$ cat src/rtl/alu_share_arb_pkg.sv
// Shared types and constants for the three-way ALU sharing arbiter.
// Holds the FSM state encoding, ALU opcode values and modulo-3 pointer helpers.
package alu_share_arb_pkg;

    localparam int NREQ = 3;

    typedef enum logic [1:0] {
        ST_IDLE = 2'd0,
        ST_EXEC = 2'd1,
        ST_RESP = 2'd2
    } state_e;

    localparam logic [2:0] OP_AND  = 3'd0;
    localparam logic [2:0] OP_OR   = 3'd1;
    localparam logic [2:0] OP_NOR  = 3'd2;
    localparam logic [2:0] OP_ADD  = 3'd3;
    localparam logic [2:0] OP_XOR  = 3'd4;
    localparam logic [2:0] OP_PASS = 3'd5;

    // (base + step) mod 3 for requester indices
    function automatic logic [1:0] wrap3(input logic [1:0] base, input logic [1:0] step);
        logic [2:0] sum;
        sum = {1'b0, base} + {1'b0, step};
        if (sum >= 3'd3) begin
            wrap3 = 2'(sum - 3'd3);
        end else begin
            wrap3 = sum[1:0];
        end
    endfunction

    function automatic logic [1:0] rr_next(input logic [1:0] id);
        rr_next = wrap3(id, 2'd1);
    endfunction

endpackage

$ cat src/rtl/alu_share_arb_rr_arb3.sv
// Combinational three-way round-robin picker: first requester at or after ptr wins.
module rr_arb3
    import alu_share_arb_pkg::*;
(
    input  logic [2:0] req,
    input  logic [1:0] ptr,
    output logic [2:0] gnt,
    output logic [1:0] gnt_id
);

    logic [1:0] ptr_s;
    logic [1:0] idx_s;
    logic       found_s;

    // An out-of-range pointer value behaves like pointer 0
    assign ptr_s = (ptr == 2'd3) ? 2'd0 : ptr;

    // Scan ptr, ptr+1, ptr+2 and grant the first active request
    always_comb begin
        gnt     = 3'b000;
        gnt_id  = 2'd0;
        idx_s   = 2'd0;
        found_s = 1'b0;
        for (int k = 0; k < 3; k++) begin
            idx_s = wrap3(ptr_s, 2'(k));
            if (!found_s && req[idx_s]) begin
                found_s    = 1'b1;
                gnt[idx_s] = 1'b1;
                gnt_id     = idx_s;
            end else begin
                found_s = found_s;
            end
        end
    end

endmodule

$ cat src/rtl/alu_share_arb.sv
// Shares one ALU among three requesters: round-robin accept, hold operands for
// ALU_LAT cycles, then present the captured result until the consumer takes it.
module alu_share_arb
    import alu_share_arb_pkg::*;
#(
    parameter int W       = 8,
    parameter int OPW     = 3,
    parameter int ALU_LAT = 2
) (
    input  logic                clk,
    input  logic                rst,
    input  logic [NREQ-1:0]     req_valid,
    output logic [NREQ-1:0]     req_ready,
    input  logic [NREQ*OPW-1:0] req_op,
    input  logic [NREQ*W-1:0]   req_a,
    input  logic [NREQ*W-1:0]   req_b,
    output logic [OPW-1:0]      alu_op,
    output logic [W-1:0]        alu_a,
    output logic [W-1:0]        alu_b,
    input  logic [W-1:0]        alu_y,
    input  logic                alu_cout,
    output logic                rsp_valid,
    input  logic                rsp_ready,
    output logic [1:0]          rsp_id,
    output logic [W-1:0]        rsp_y,
    output logic                rsp_cout,
    output logic                busy
);

    localparam logic [3:0] CNT_INIT = 4'(ALU_LAT - 1);

    state_e         state_q, state_d;
    logic [1:0]     rr_ptr_q, rr_ptr_d;
    logic [3:0]     cnt_q, cnt_d;
    logic [1:0]     id_q, id_d;
    logic [OPW-1:0] alu_op_q, alu_op_d;
    logic [W-1:0]   alu_a_q, alu_a_d;
    logic [W-1:0]   alu_b_q, alu_b_d;
    logic           rsp_valid_q, rsp_valid_d;
    logic [1:0]     rsp_id_q, rsp_id_d;
    logic [W-1:0]   rsp_y_q, rsp_y_d;
    logic           rsp_cout_q, rsp_cout_d;
    logic [2:0]     gnt_s;
    logic [1:0]     gnt_id_s;
    logic [2:0]     ready_s;

    rr_arb3 u_arb (
        .req    (req_valid),
        .ptr    (rr_ptr_q),
        .gnt    (gnt_s),
        .gnt_id (gnt_id_s)
    );

    // Next-state and datapath capture for the IDLE -> EXEC -> RESP cycle
    always_comb begin
        state_d     = state_q;
        rr_ptr_d    = rr_ptr_q;
        cnt_d       = cnt_q;
        id_d        = id_q;
        alu_op_d    = alu_op_q;
        alu_a_d     = alu_a_q;
        alu_b_d     = alu_b_q;
        rsp_valid_d = rsp_valid_q;
        rsp_id_d    = rsp_id_q;
        rsp_y_d     = rsp_y_q;
        rsp_cout_d  = rsp_cout_q;
        ready_s     = 3'b000;
        case (state_q)
            ST_IDLE: begin
                if (req_valid != 3'b000) begin
                    ready_s  = gnt_s;
                    alu_op_d = req_op[int'(gnt_id_s)*OPW +: OPW];
                    alu_a_d  = req_a[int'(gnt_id_s)*W +: W];
                    alu_b_d  = req_b[int'(gnt_id_s)*W +: W];
                    id_d     = gnt_id_s;
                    rr_ptr_d = rr_next(gnt_id_s);
                    cnt_d    = CNT_INIT;
                    state_d  = ST_EXEC;
                end else begin
                    state_d = ST_IDLE;
                end
            end
            ST_EXEC: begin
                if (cnt_q == 4'd0) begin
                    rsp_y_d     = alu_y;
                    rsp_cout_d  = alu_cout;
                    rsp_id_d    = id_q;
                    rsp_valid_d = 1'b1;
                    state_d     = ST_RESP;
                end else begin
                    cnt_d = cnt_q - 4'd1;
                end
            end
            ST_RESP: begin
                if (rsp_ready) begin
                    rsp_valid_d = 1'b0;
                    state_d     = ST_IDLE;
                end else begin
                    state_d = ST_RESP;
                end
            end
            default: begin
                state_d = ST_IDLE;
            end
        endcase
    end

    // State, pointer, counter and operand/result registers
    always_ff @(posedge clk or posedge rst) begin
        if (rst) begin
            state_q     <= ST_IDLE;
            rr_ptr_q    <= 2'd0;
            cnt_q       <= 4'd0;
            id_q        <= 2'd0;
            alu_op_q    <= '0;
            alu_a_q     <= '0;
            alu_b_q     <= '0;
            rsp_valid_q <= 1'b0;
            rsp_id_q    <= 2'd0;
            rsp_y_q     <= '0;
            rsp_cout_q  <= 1'b0;
        end else begin
            state_q     <= state_d;
            rr_ptr_q    <= rr_ptr_d;
            cnt_q       <= cnt_d;
            id_q        <= id_d;
            alu_op_q    <= alu_op_d;
            alu_a_q     <= alu_a_d;
            alu_b_q     <= alu_b_d;
            rsp_valid_q <= rsp_valid_d;
            rsp_id_q    <= rsp_id_d;
            rsp_y_q     <= rsp_y_d;
            rsp_cout_q  <= rsp_cout_d;
        end
    end

    // Grant is suppressed while reset is held so nothing looks accepted
    assign req_ready = rst ? 3'b000 : ready_s;
    assign busy      = (state_q != ST_IDLE);
    assign alu_op    = alu_op_q;
    assign alu_a     = alu_a_q;
    assign alu_b     = alu_b_q;
    assign rsp_valid = rsp_valid_q;
    assign rsp_id    = rsp_id_q;
    assign rsp_y     = rsp_y_q;
    assign rsp_cout  = rsp_cout_q;

endmodule

$ cat config.mk
export PLATFORM = sky130hd
export DESIGN_NAME = alu_share_arb
export DESIGN_NICKNAME = d
export VERILOG_FILES = /design/src/rtl/alu_share_arb_pkg.sv /design/src/rtl/alu_share_arb_rr_arb3.sv /design/src/rtl/alu_share_arb.sv
export SDC_FILE = /design/constraint.sdc
export NUM_CORES = 1
export LEC_CHECK = 0
export ABC_AREA = 1
export CAP_MARGIN = 20
export CORE_MARGIN = 4
export CORE_UTILIZATION = 43
export CTS_CLUSTER_DIAMETER = 200
export DETAILED_ROUTE_END_ITERATION = 8
export PLACE_DENSITY = 0.81
export SYNTH_ARGS = -nofsm -noshare
export SYNTH_HDL_FRONTEND = slang
export SYNTH_SLANG_ARGS = --single-unit
$ cat constraint.sdc
create_clock -name clk -period 2.4 [get_ports clk]
set_input_delay 0.48 -clock clk [delete_from_list [all_inputs] [get_ports clk]]
set_output_delay 0.48 -clock clk [all_outputs]
set_load 0.03 [all_outputs]
==> results.tsv <==
stage	metric	value	unit
clock_tree	clock buffer depth	2	
die	DIE AREA	7303	um^2
clock_tree	Clock transition at path regs	80	ps
outcome	status	finished, violations left	
die	core area	5675	um^2
power_and_ir_drop	internal power	3.489	mW
critical_path	Worst setup EP type	output pin	
die	Initial Util	0.4546	
layout	Final nets	544	
placement	placed cells	517	
grt	GR Overflow Total	0	
power_and_ir_drop	sw frac	0.4797	
critical_path	slowest cell on the critical path	dfrtp_1	
die	DIE HEIGHT	85.46	um
routing	routed vias	2624	
sta	Hold Violations, Final	0	
power_and_ir_drop	Comb power frac	0.733	
power_and_ir_drop	Seq pwr share	0.184	
critical_path	reg-to-reg startpoint	rr_ptr_q[0]	
clock_tree	clk sink count	41	
layout	fraction of layout instances using a drive strength above 1	0.2361	
sta	unrepaired setup endpoints after global routing	true	
synth	count of cell types in the netlist	31	
routing	DR WL/cell	13.26	um
power_and_ir_drop	Power Dens Cells	1605	nW/um^2
synth	mean post-synth cell area	7.748	um^2
synth	flops & latches, synth	41	
routing	Post-Route WL	7135	um
sta	Slew @ Worst Pin	587.8	ps
sta	final period utilization	1.027	
clock_tree	later-pin clock latency in the skew report	290	ps
clock_tree	CTS Root Cell	clkbuf_8	
sta	max-slew violations	0	
power_and_ir_drop	Leak	2.025	nW
placement	dpl ws	-157.8	ps
synth	top cell type's share of synthesized area	0.3977	
layout	post-route cell area	4178	um^2
routing	vias per cell	4.877	
critical_path	crit-path max cell delay	390	ps
layout	Cell Count, Final, Fillers Out	538	
job	Max-Cap Viols	0	
critical_path	crit path cell chain	buf_4 -> ha_4 -> nand2_1 -> nand3_2 -> nand2_4 -> nand3b_1 -> a21oi_2 -> buf_6	
synth	largest cells by area after synthesis	dfrtp_1, nand2_1, nand3_1	
die	row cnt	27	
worst_hold_path	Worst Hold Class	register to register	
sta	Max Fclk	405.9	MHz
power_and_ir_drop	peak supply drop	0.0009616	V
sta	Worst Clk Skew	4.035	ps
clock_tree	TritonCTS clock tree	built	
synth	Mapped Cells	333	
power_and_ir_drop	clock share of power	0.083	
synth	part of the Yosys area used for sequential elements	0.3977	
layout	ANT cells	0	
routing	# DRC	0	
grt	vias in the first global route	2627	
die	Die Wd	85.46	um
critical_path	CP startpoint kind	register	
routing	TritonRoute pass-1 iters	4	
routing	Routed Antenna Nets	0	
placement	I/O Buffers	106	
outcome	failing checks	negative setup slack	
sta	fin crit period	2464	ps
sta	setup tns final	-105.8	ps
critical_path	critical path peak fanout	7	
grt	GRT Total Usage	0.1920	
placement	area of placed instances	3812	um^2
sta	Final Setup Violations	3	
critical_path	critical path class	register to output pin	
synth	area leader, netlist	dfrtp_1	
clock_tree	TritonCTS buffer count	5	
sta	hold slack	469.0	ps
layout	Area growth, synth to finish	61.93	%
sta	max_slew headroom	0.6070	
power_and_ir_drop	P_sw	3.217	mW
grt	largest net degree at the start of global routing	42	
critical_path	Setup crit start	rr_ptr_q[0]	
synth	Ys Warns	0	
sta	post-route worst setup slack	-63.93	ps
clock_tree	H-tree depth	2	
placement	HPWL after DPL	5335	um
die	IO Count	107	
synth	Mapped Area	2580	um^2
worst_hold_path	worst hold start	cnt_q[0]	
worst_hold_path	WHS Path Cells	1	
synth	Synth Net Count	412	
critical_path	cells on worst reg2reg path	12	
grt	antenna violations before repair	0	
placement	GPL Wtd Cong	0.8418	
routing	initial DRC count	93	
critical_path	Crit path arrival time	1980	ps
grt	first-pass GRT wire length	11620	um
critical_path	CP required	1920	ps
[synth_stat cells]
library cell   n
a21oi_1       12
a21oi_2        1
a31oi_1        1
a31oi_4        1
buf_2          1
buf_4          2
buf_6          3
buf_8          1
clkbuf_1       5
dfrtp_1       41
ha_1           7
inv_1         50
inv_2         10
mux2_2        10
nand2_1       85
nand2_2        3
nand2_4        3
nand3_1       49
nand3_2       12
nand3_4        1
nand3b_1       1
nand4_1        1
nor2_1        16
nor2_4         1
o21ai_0        8
o21ai_1        2
o21ai_2        1
o21ai_4        1
o22ai_1        1
or2_2          1
xor2_1         2
[state kept, by name, indices dropped and copies added (netlist names)]
signal / cells
alu_b: 8
rr_ptr_q: 2
rsp_cout: 1
rsp_valid: 1
cnt_q: 4
alu_a: 8
alu_op: 3
id_q: 2
rsp_y: 8
rsp_id: 2
state_q: 2
[layer usage]
metal / track usage / vias up / part of all wire
li1: - / 1313 / -
met1: 0.2206 / 1212 / 0.40
met2: 0.3581 / 88 / 0.52
met3: 0.04757 / 11 / 0.070
met4: 0.03885 / 0 / 0.013
met5: 0 / - / 0
[final cells by class]
class	count	area, um^2
clock buffers	5	68.82
clock inverters	3	46.29
fillers	474	1498
inverters	60	241.5
multi-input cells	220	1364
flip-flops and latches	41	1027
well taps	72	90.09
repair buffers	137	1340
[worst paths after layout]
| kind | slack, ps | to |
|---|---|---|
| max in group asynchronous | 1300 | rr_ptr_q[1] |
| hold / removal | 470 | cnt_q[0] |
| min in group asynchronous | 720 | alu_a[3] |
| setup reg to reg | 200 | rr_ptr_q[0] |
| hold reg to reg | 470 | cnt_q[0] |
| setup / recovery | -60 | req_ready[2] |
[stage by stage]
step | total power, mW | utilization
CTS | 6.563 | 0.7189
global route | 7.256 | 0.7361
finish | 6.705 | 0.7361
detailed placement | 5.655 | 0.6717
floorplan | 4.154 | -
global placement | 5.527 | 0.6717
[placed cells by master, fill, tap and decap left out, drive strengths merged]
master,count
clkinvlp,2
inv,59
dlymetal6s2s,2
nand3b,1
bufinv,1
or2,1
nor2,17
clkdlybuf4s50,101
nand2,91
mux2,10
nand3,62
a31oi,2
dfrtp,41
nand4,1
buf,34
xor2,2
ha,7
clkbuf,5
o21ai,12
o22ai,1
a21oi,13
clkinv,1
[repair_timing]
action	4_1_cts	5_1_grt
endpoints found under the setup margin	15	15
pin swaps	10	11
gates resized for setup	26	16
hold buffers	0	0
buffers inserted	8	5
[cells by family after synthesis]
kind of cell    after synthesis  synth area share
mux                          10           0.04365
buf+inv                      72            0.1212
fa+ha+maj                     7           0.03395
flops                        41            0.3977
compound gates               28           0.06887
xor+xnor                      2          0.006791
simple gates                173            0.3278
[critical path, delay by kind of cell, from the launching register on]
family          cells  cell delay (ps)
compound gates      1              240
fa+ha+maj           1              180
buf+inv             2              310
flops               1              390
simple gates        4              570
[power groups by stage]
stage               clock network [mW]  logic, mW  registers [mW]
global route                     0.602       5.37            1.28
CTS                              0.572       4.76            1.23
floorplan                            0       2.42            1.73
global placement                     0       4.30            1.23
finish                           0.557       4.92            1.23
detailed placement                   0       4.42            1.23
Note: power is estimated with default switching activity, not from simulation.
==> RTL change 1 (config.mk and constraints unchanged) <==
Encoding of `state_e`: now one-hot (3 bits for 3 states).
--- a/src/rtl/alu_share_arb_pkg.sv
+++ b/src/rtl/alu_share_arb_pkg.sv
@@ -4,10 +4,10 @@
 
     localparam int NREQ = 3;
 
-    typedef enum logic [1:0] {
-        ST_IDLE = 2'd0,
-        ST_EXEC = 2'd1,
-        ST_RESP = 2'd2
+    typedef enum logic [2:0] {
+        ST_IDLE = 3'b001,
+        ST_EXEC = 3'b010,
+        ST_RESP = 3'b100
     } state_e;
 
     localparam logic [2:0] OP_AND  = 3'd0;
Behaviour: same outputs for any inputs over 10 cycles, from zero or initial values and one cycle with rst high; not proved beyond that.
==> RTL change 1 against the original RTL <==
The flow still finishes with violations (negative setup slack). Synthesized area grew 3.7%. Non-clock buffer count increased by 1. Sequential cell count is 1 higher. Register-to-register slack got worse by 0.15 ns. Setup slack lost 0.0062 ns. Die area rose by 3.3%. Sequential power grew 3%. Core utilization shrank 3.1 points. Routed wire length grew 11%. Clock power down 17%. Design area is 1.1% higher. Power rose by 6.9%. Highest routed layer unchanged.
==> RTL change 1: results (changes against the original RTL) <==
### Run status
• complete, but fails checks — status
• negative setup slack — failing checks

### Pwr
• 905 µV — worst voltage drop across the vdd grid, -5.8%
• 3.62 mW — Int Pwr, +3.8%
• 2.02 nW — static leakage, -0.26%

### Drt
• 6 — router iterations before antenna repair, +2
• 2834 — count of vias placed by the detailed router, +8.0%
• 128 — iteration-0 DRC count of the detailed router, +38%
• 4.99 — number of vias per cell after detailed routing, +2.3%
• 7910 µm — wirelength, routed, +11%

### Synth
• sky130_fd_sc_hd__dfrtp_1, sky130_fd_sc_hd__nand2_1, sky130_fd_sc_hd__nand3_1 — top cells by area, synth
• 39.3% — sequential cell area fraction in the yosys report, -0.43 points
• 0 — count of warnings emitted by yosys, unchanged
• 442 — post-synthesis net count, +7.3%
• 33 — post-synthesis cell type count, +6.5%
• 7.37 µm² — average size of a mapped cell, -4.9%
• sky130_fd_sc_hd__nand2_1, sky130_fd_sc_hd__nor2_1, sky130_fd_sc_hd__nand3_1 — Post-synth top cells

### Global routing
• 12200 µm — first-pass GRT wire length, +4.7%
• 23.8% — global routing usage on met1, +1.7 points
• 0 — number of antenna violations at the first check in global routing, unchanged
• 2716 — number of global-route vias before repair, +3.4%
• 35.3% — met2 Use GR, -0.47 points
• 20.1% — aggregate global-route resource usage, +0.86 points
• 6.15% — met3 track demand over resource, +1.4 points
• 43 — largest net degree at the start of global routing, +2.4%

### Finish
• 571 — number of nets in the layout, +5.0%
• 469 — fill cell total of the finished layout, -1.1%
• 19.3% — share of final-layout standard cells stronger than drive strength 1, -4.3 points

### Worst setup path
• 13 — logic depth of the worst register-to-register path, +1
• alu_a[0] — reg-to-reg endpoint
• rr_ptr_q[1] — beginning of the critical path
• req_ready[0] — termination of the worst setup path
• 0.05 ns — Register-to-Register Setup Slack, -0.15 ns
• 6 — maximum net fanout on the critical path, -1

### Placement
• 547 — cell total after placement, +5.8%
• 5720 µm — HPWL after detailed placement, +7.2%
• -0.0297 ns — worst setup slack before clock tree synthesis, +0.128 ns
• 0.873 — RD Place Congestion, +3.7%
• 106 — buffers added on ports, unchanged

### Timing
• -0.0701 ns — Worst Slack Setup Final, -0.00620 ns
• 0.0109 ns — maximum clock skew at final layout, +0.00687 ns
• 3 — Final Setup Violations, unchanged
• 64.2% — worst slew margin relative to its limit, +3.5 points

### Clock tree
• 0.29 ns — clk_lat worst skew, about the same

RTL change 1: worst min-delay path by stage:
stage                    from        end  slack, ns  cells after the start
global route         cnt_q[0]   cnt_q[0]       0.49                      1
floorplan            cnt_q[0]   cnt_q[0]       0.44                      1
global placement     cnt_q[0]   cnt_q[0]       0.45                      1
CTS                  cnt_q[0]   cnt_q[0]       0.47                      1
finish               cnt_q[0]   cnt_q[0]       0.47                      1
detailed placement  rsp_valid  rsp_valid       0.46                      2
RTL change 1: worst max-delay path, cell delays in order, from the launching register on:
cell	delay, ns
sky130_fd_sc_hd__dfrtp_1	0.43
sky130_fd_sc_hd__buf_6	0.14
sky130_fd_sc_hd__ha_4	0.31
sky130_fd_sc_hd__nand3_1	0.15
sky130_fd_sc_hd__nand2_2	0.15
sky130_fd_sc_hd__nand3_4	0.09
sky130_fd_sc_hd__inv_2	0.08
sky130_fd_sc_hd__a22oi_2	0.06
sky130_fd_sc_hd__a21oi_2	0.16
sky130_fd_sc_hd__buf_6	0.14
RTL change 1: kinds of logic (layout without fill, tap and decap cells):
family / Yosys count / count (layout) / share of synthesized area, %
xor gates and xnor gates: 1 / 1 / 0.327
buffers and inverters: 64 / 194 / 10.7
muxes: 11 / 11 / 4.63
adders and majority gates: 7 / 7 / 3.27
DFF: 42 / 42 / 39.3
AOI/OAI and AO/OA: 37 / 37 / 7.86
and+or+nand+nor: 201 / 201 / 33.9
RTL change 1: routing by layer:
layer / vias up / part of all wire [%]
met4: 0 / 1.5
met5: - / 0
met1: 1293 / 40
li1: 1412 / -
met3: 10 / 9.1
met2: 119 / 49
RTL change 1: metrics by stage:
| stage | area, µm² | setup TNS (ns) | hold slack (ns) |
|---|---|---|---|
| global placement | 3900 | 0 | 0.454 |
| floorplan | 2680 | 0 | 0.440 |
| finish | 4230 | -0.132 | 0.472 |
| detailed placement | 3900 | -0.164 | 0.462 |
| CTS | 4110 | -0.0323 | 0.473 |
| global route | 4230 | -0.499 | 0.492 |
RTL change 1: power groups by stage:
| stage | logic [mW] | registers [mW] | clock network [mW] |
|---|---|---|---|
| floorplan | 2.77 | 1.78 | 0 |
| global placement | 4.74 | 1.25 | 0 |
| detailed placement | 4.85 | 1.27 | 0 |
| CTS | 5.11 | 1.26 | 0.482 |
| global route | 5.93 | 1.31 | 0.512 |
| finish | 5.44 | 1.27 | 0.464 |
RTL change 1: cell type report:
cell class	count	area share, %
Multi-Input combinational cell	257	34.4
Sequential cell	42	24.9
Clock inverter	1	0.118
Timing Repair Buffer	138	31.7
Clock buffer	7	2.04
Tap cell	75	2.22
Inverter	48	4.53
RTL change 1: timing repair:
action / CTS / global route
pin swaps: 6 / 11
resized for setup: 19 / 15
endpoints found under the setup margin: 3 / 10
setup buffers: 6 / 7
==> RTL change 2 (same flow settings) <==
Without the edit above. Set the parameter `OPW` to 5 (it was 3).
--- a/src/rtl/alu_share_arb.sv
+++ b/src/rtl/alu_share_arb.sv
@@ -4,7 +4,7 @@
     import alu_share_arb_pkg::*;
 #(
     parameter int W       = 8,
-    parameter int OPW     = 3,
+    parameter int OPW     = 5,
     parameter int ALU_LAT = 2
 ) (
     input  logic                clk,
Interface: changed (resized alu_op and req_op); port bits go from 107 to 115. The function was not compared with the original's and may differ.
==> RTL change 2 against the original RTL <==
The run still ends with negative setup slack left. Sequential cell count rose by 2. Power fell by 1.2%. Combinational power fell by 2%. Count of clock-buffer cells in the layout did not move. Routed wire length rose by 13%. Sequential share of layout area rose by 1.1 points. Design area rose by 0.15%. Via count rose by 4.1%. Setup slack improved by 0.0092 ns. Synthesized area rose by 0.24%. Core utilization rose by 0.11 points. Critical path depth rose by 2. Worst hold slack improved by 0.023 ns. Critical path type unchanged. Largest cell class unchanged.
==> RTL change 2: results (changes against the original RTL) <==
### Placement
• 0.963 — RD Place Congestion, +14%
• 114 — buffers added on ports, +7.5%
• 5650 µm — HPWL after detailed placement, +5.9%

### Worst setup path
• rr_ptr_q[1] — worst flop-to-flop path startpoint
• flip-flops — Top Family by Delay on Critical Path
• req_ready[1] — termination of the worst setup path
• 6 — maximum net fanout on the critical path, -1
• 11 — logic depth of the worst register-to-register path, -1
• 0.45 ns — peak per-stage delay on the critical path, +0.06 ns
• 1.97 ns — CP Data Arrival Time
• 0.29 ns — Register-to-Register Setup Slack, +0.09 ns

### Run status
• negative setup slack — failing checks
• complete, but fails checks — status

### Global routing
• 21.1% — aggregate global-route resource usage, +1.9 points
• 44 — largest net degree at the start of global routing, +4.8%
• 12600 µm — first-pass GRT wire length, +8.8%
• 0 — number of antenna violations at the first check in global routing, unchanged
• 2732 — number of global-route vias before repair, +4.0%
• 25.5% — global routing usage on met1, +3.4 points
• 5.48% — met3 track demand over resource, +0.72 points
• 37.1% — met2 Use GR, +1.3 points

### Timing
• 0 — final hold viol count, unchanged
• 61.3% — worst slew margin relative to its limit, +0.63 points
• -0.0548 ns — Worst Slack Setup Final, +0.00917 ns
• 3 — Final Setup Violations, unchanged
• 0.00489 ns — maximum clock skew at final layout, +0.000859 ns

### Synth
• sky130_fd_sc_hd__dfrtp_1 — most instantiated flip-flop cell in the synthesis netlist
• sky130_fd_sc_hd__nand2_1, sky130_fd_sc_hd__nand3_1, sky130_fd_sc_hd__dfrtp_1 — Post-synth top cells
• 41.6% — sequential cell area fraction in the yosys report, +1.8 points
• 27 — post-synthesis cell type count, -13%
• sky130_fd_sc_hd__dfrtp_1, sky130_fd_sc_hd__nand3_1, sky130_fd_sc_hd__nand2_1 — top cells by area, synth
• 407 — post-synthesis net count, -1.2%

### Drt
• 597 µm — met3 wirelength from detailed routing, +19%
• 8040 µm — wirelength, routed, +13%
• met4 — max layer used
• 72 — iteration-0 DRC count of the detailed router, -23%
• 5.21 — number of vias per cell after detailed routing, +6.9%
• 3100 µm — routed length on met1, +9.4%
• 4210 µm — detailed-routed wire length on met2, +14%

### Pwr
• 1580 nW/µm² — Power per Cell Area, -1.4%
• 0.478 mW — Clock group, -14%
• 19.7% — share of total power in sequential cells, +1.3 points
• 1.92 nW — static leakage, -5.4%
• 3.39 mW — reported net switching power, +5.5%
• 1100 µV — worst voltage drop across the vdd grid, +14%

### Clock tree
• 2 — buffers from clock root to sink, at most, unchanged
• 3 — Post-CTS Repair Setup Buffers, -5
• 0.29 ns — clk_lat worst skew, about the same
• 10 — Resized Gates After CTS, -62%

### Worst hold path
• rsp_id[1] — beginning of the worst hold path
• 2 — Hold Crit Depth, +1
• rsp_id[1] — worst hold endpoint

### Finish
• 18.8% — share of final-layout standard cells stronger than drive strength 1, -4.8 points
• 536 — number of nets in the layout, -1.5%

RTL change 2: metrics by stage:
step / setup WS (ns) / setup TNS (ns) / hold slack [ns] / area, µm² / std cells
floorplan: 0.0756 / 0 / 0.449 / 2590 / 322
global placement: 0.0528 / 0 / 0.469 / 3820 / 504
detailed placement: -0.00518 / -0.00518 / 0.472 / 3820 / 504
global route: -0.132 / -0.373 / 0.528 / 4180 / 524
finish: -0.0548 / -0.0876 / 0.492 / 4180 / 524
CTS: -0.00500 / -0.00500 / 0.494 / 3980 / 515
RTL change 2: cells by family after synthesis:
kind of cell,Yosys count,share of synthesized area [%]
buf+inv,60,9.92
compound gates,24,4.89
fa+ha+maj,7,3.39
simple gates,176,35.2
flops,43,41.6
mux,10,4.35
xor+xnor,2,0.677
RTL change 2: area by class of cell:
class	instances	area, µm²
clock inverter	3	23.8
tap	72	90.1
timing repair buffer	138	1320
clock buffer	5	68.8
multi-input combinational	220	1430
fill	432	1490
inverter	43	175
sequential	43	1080
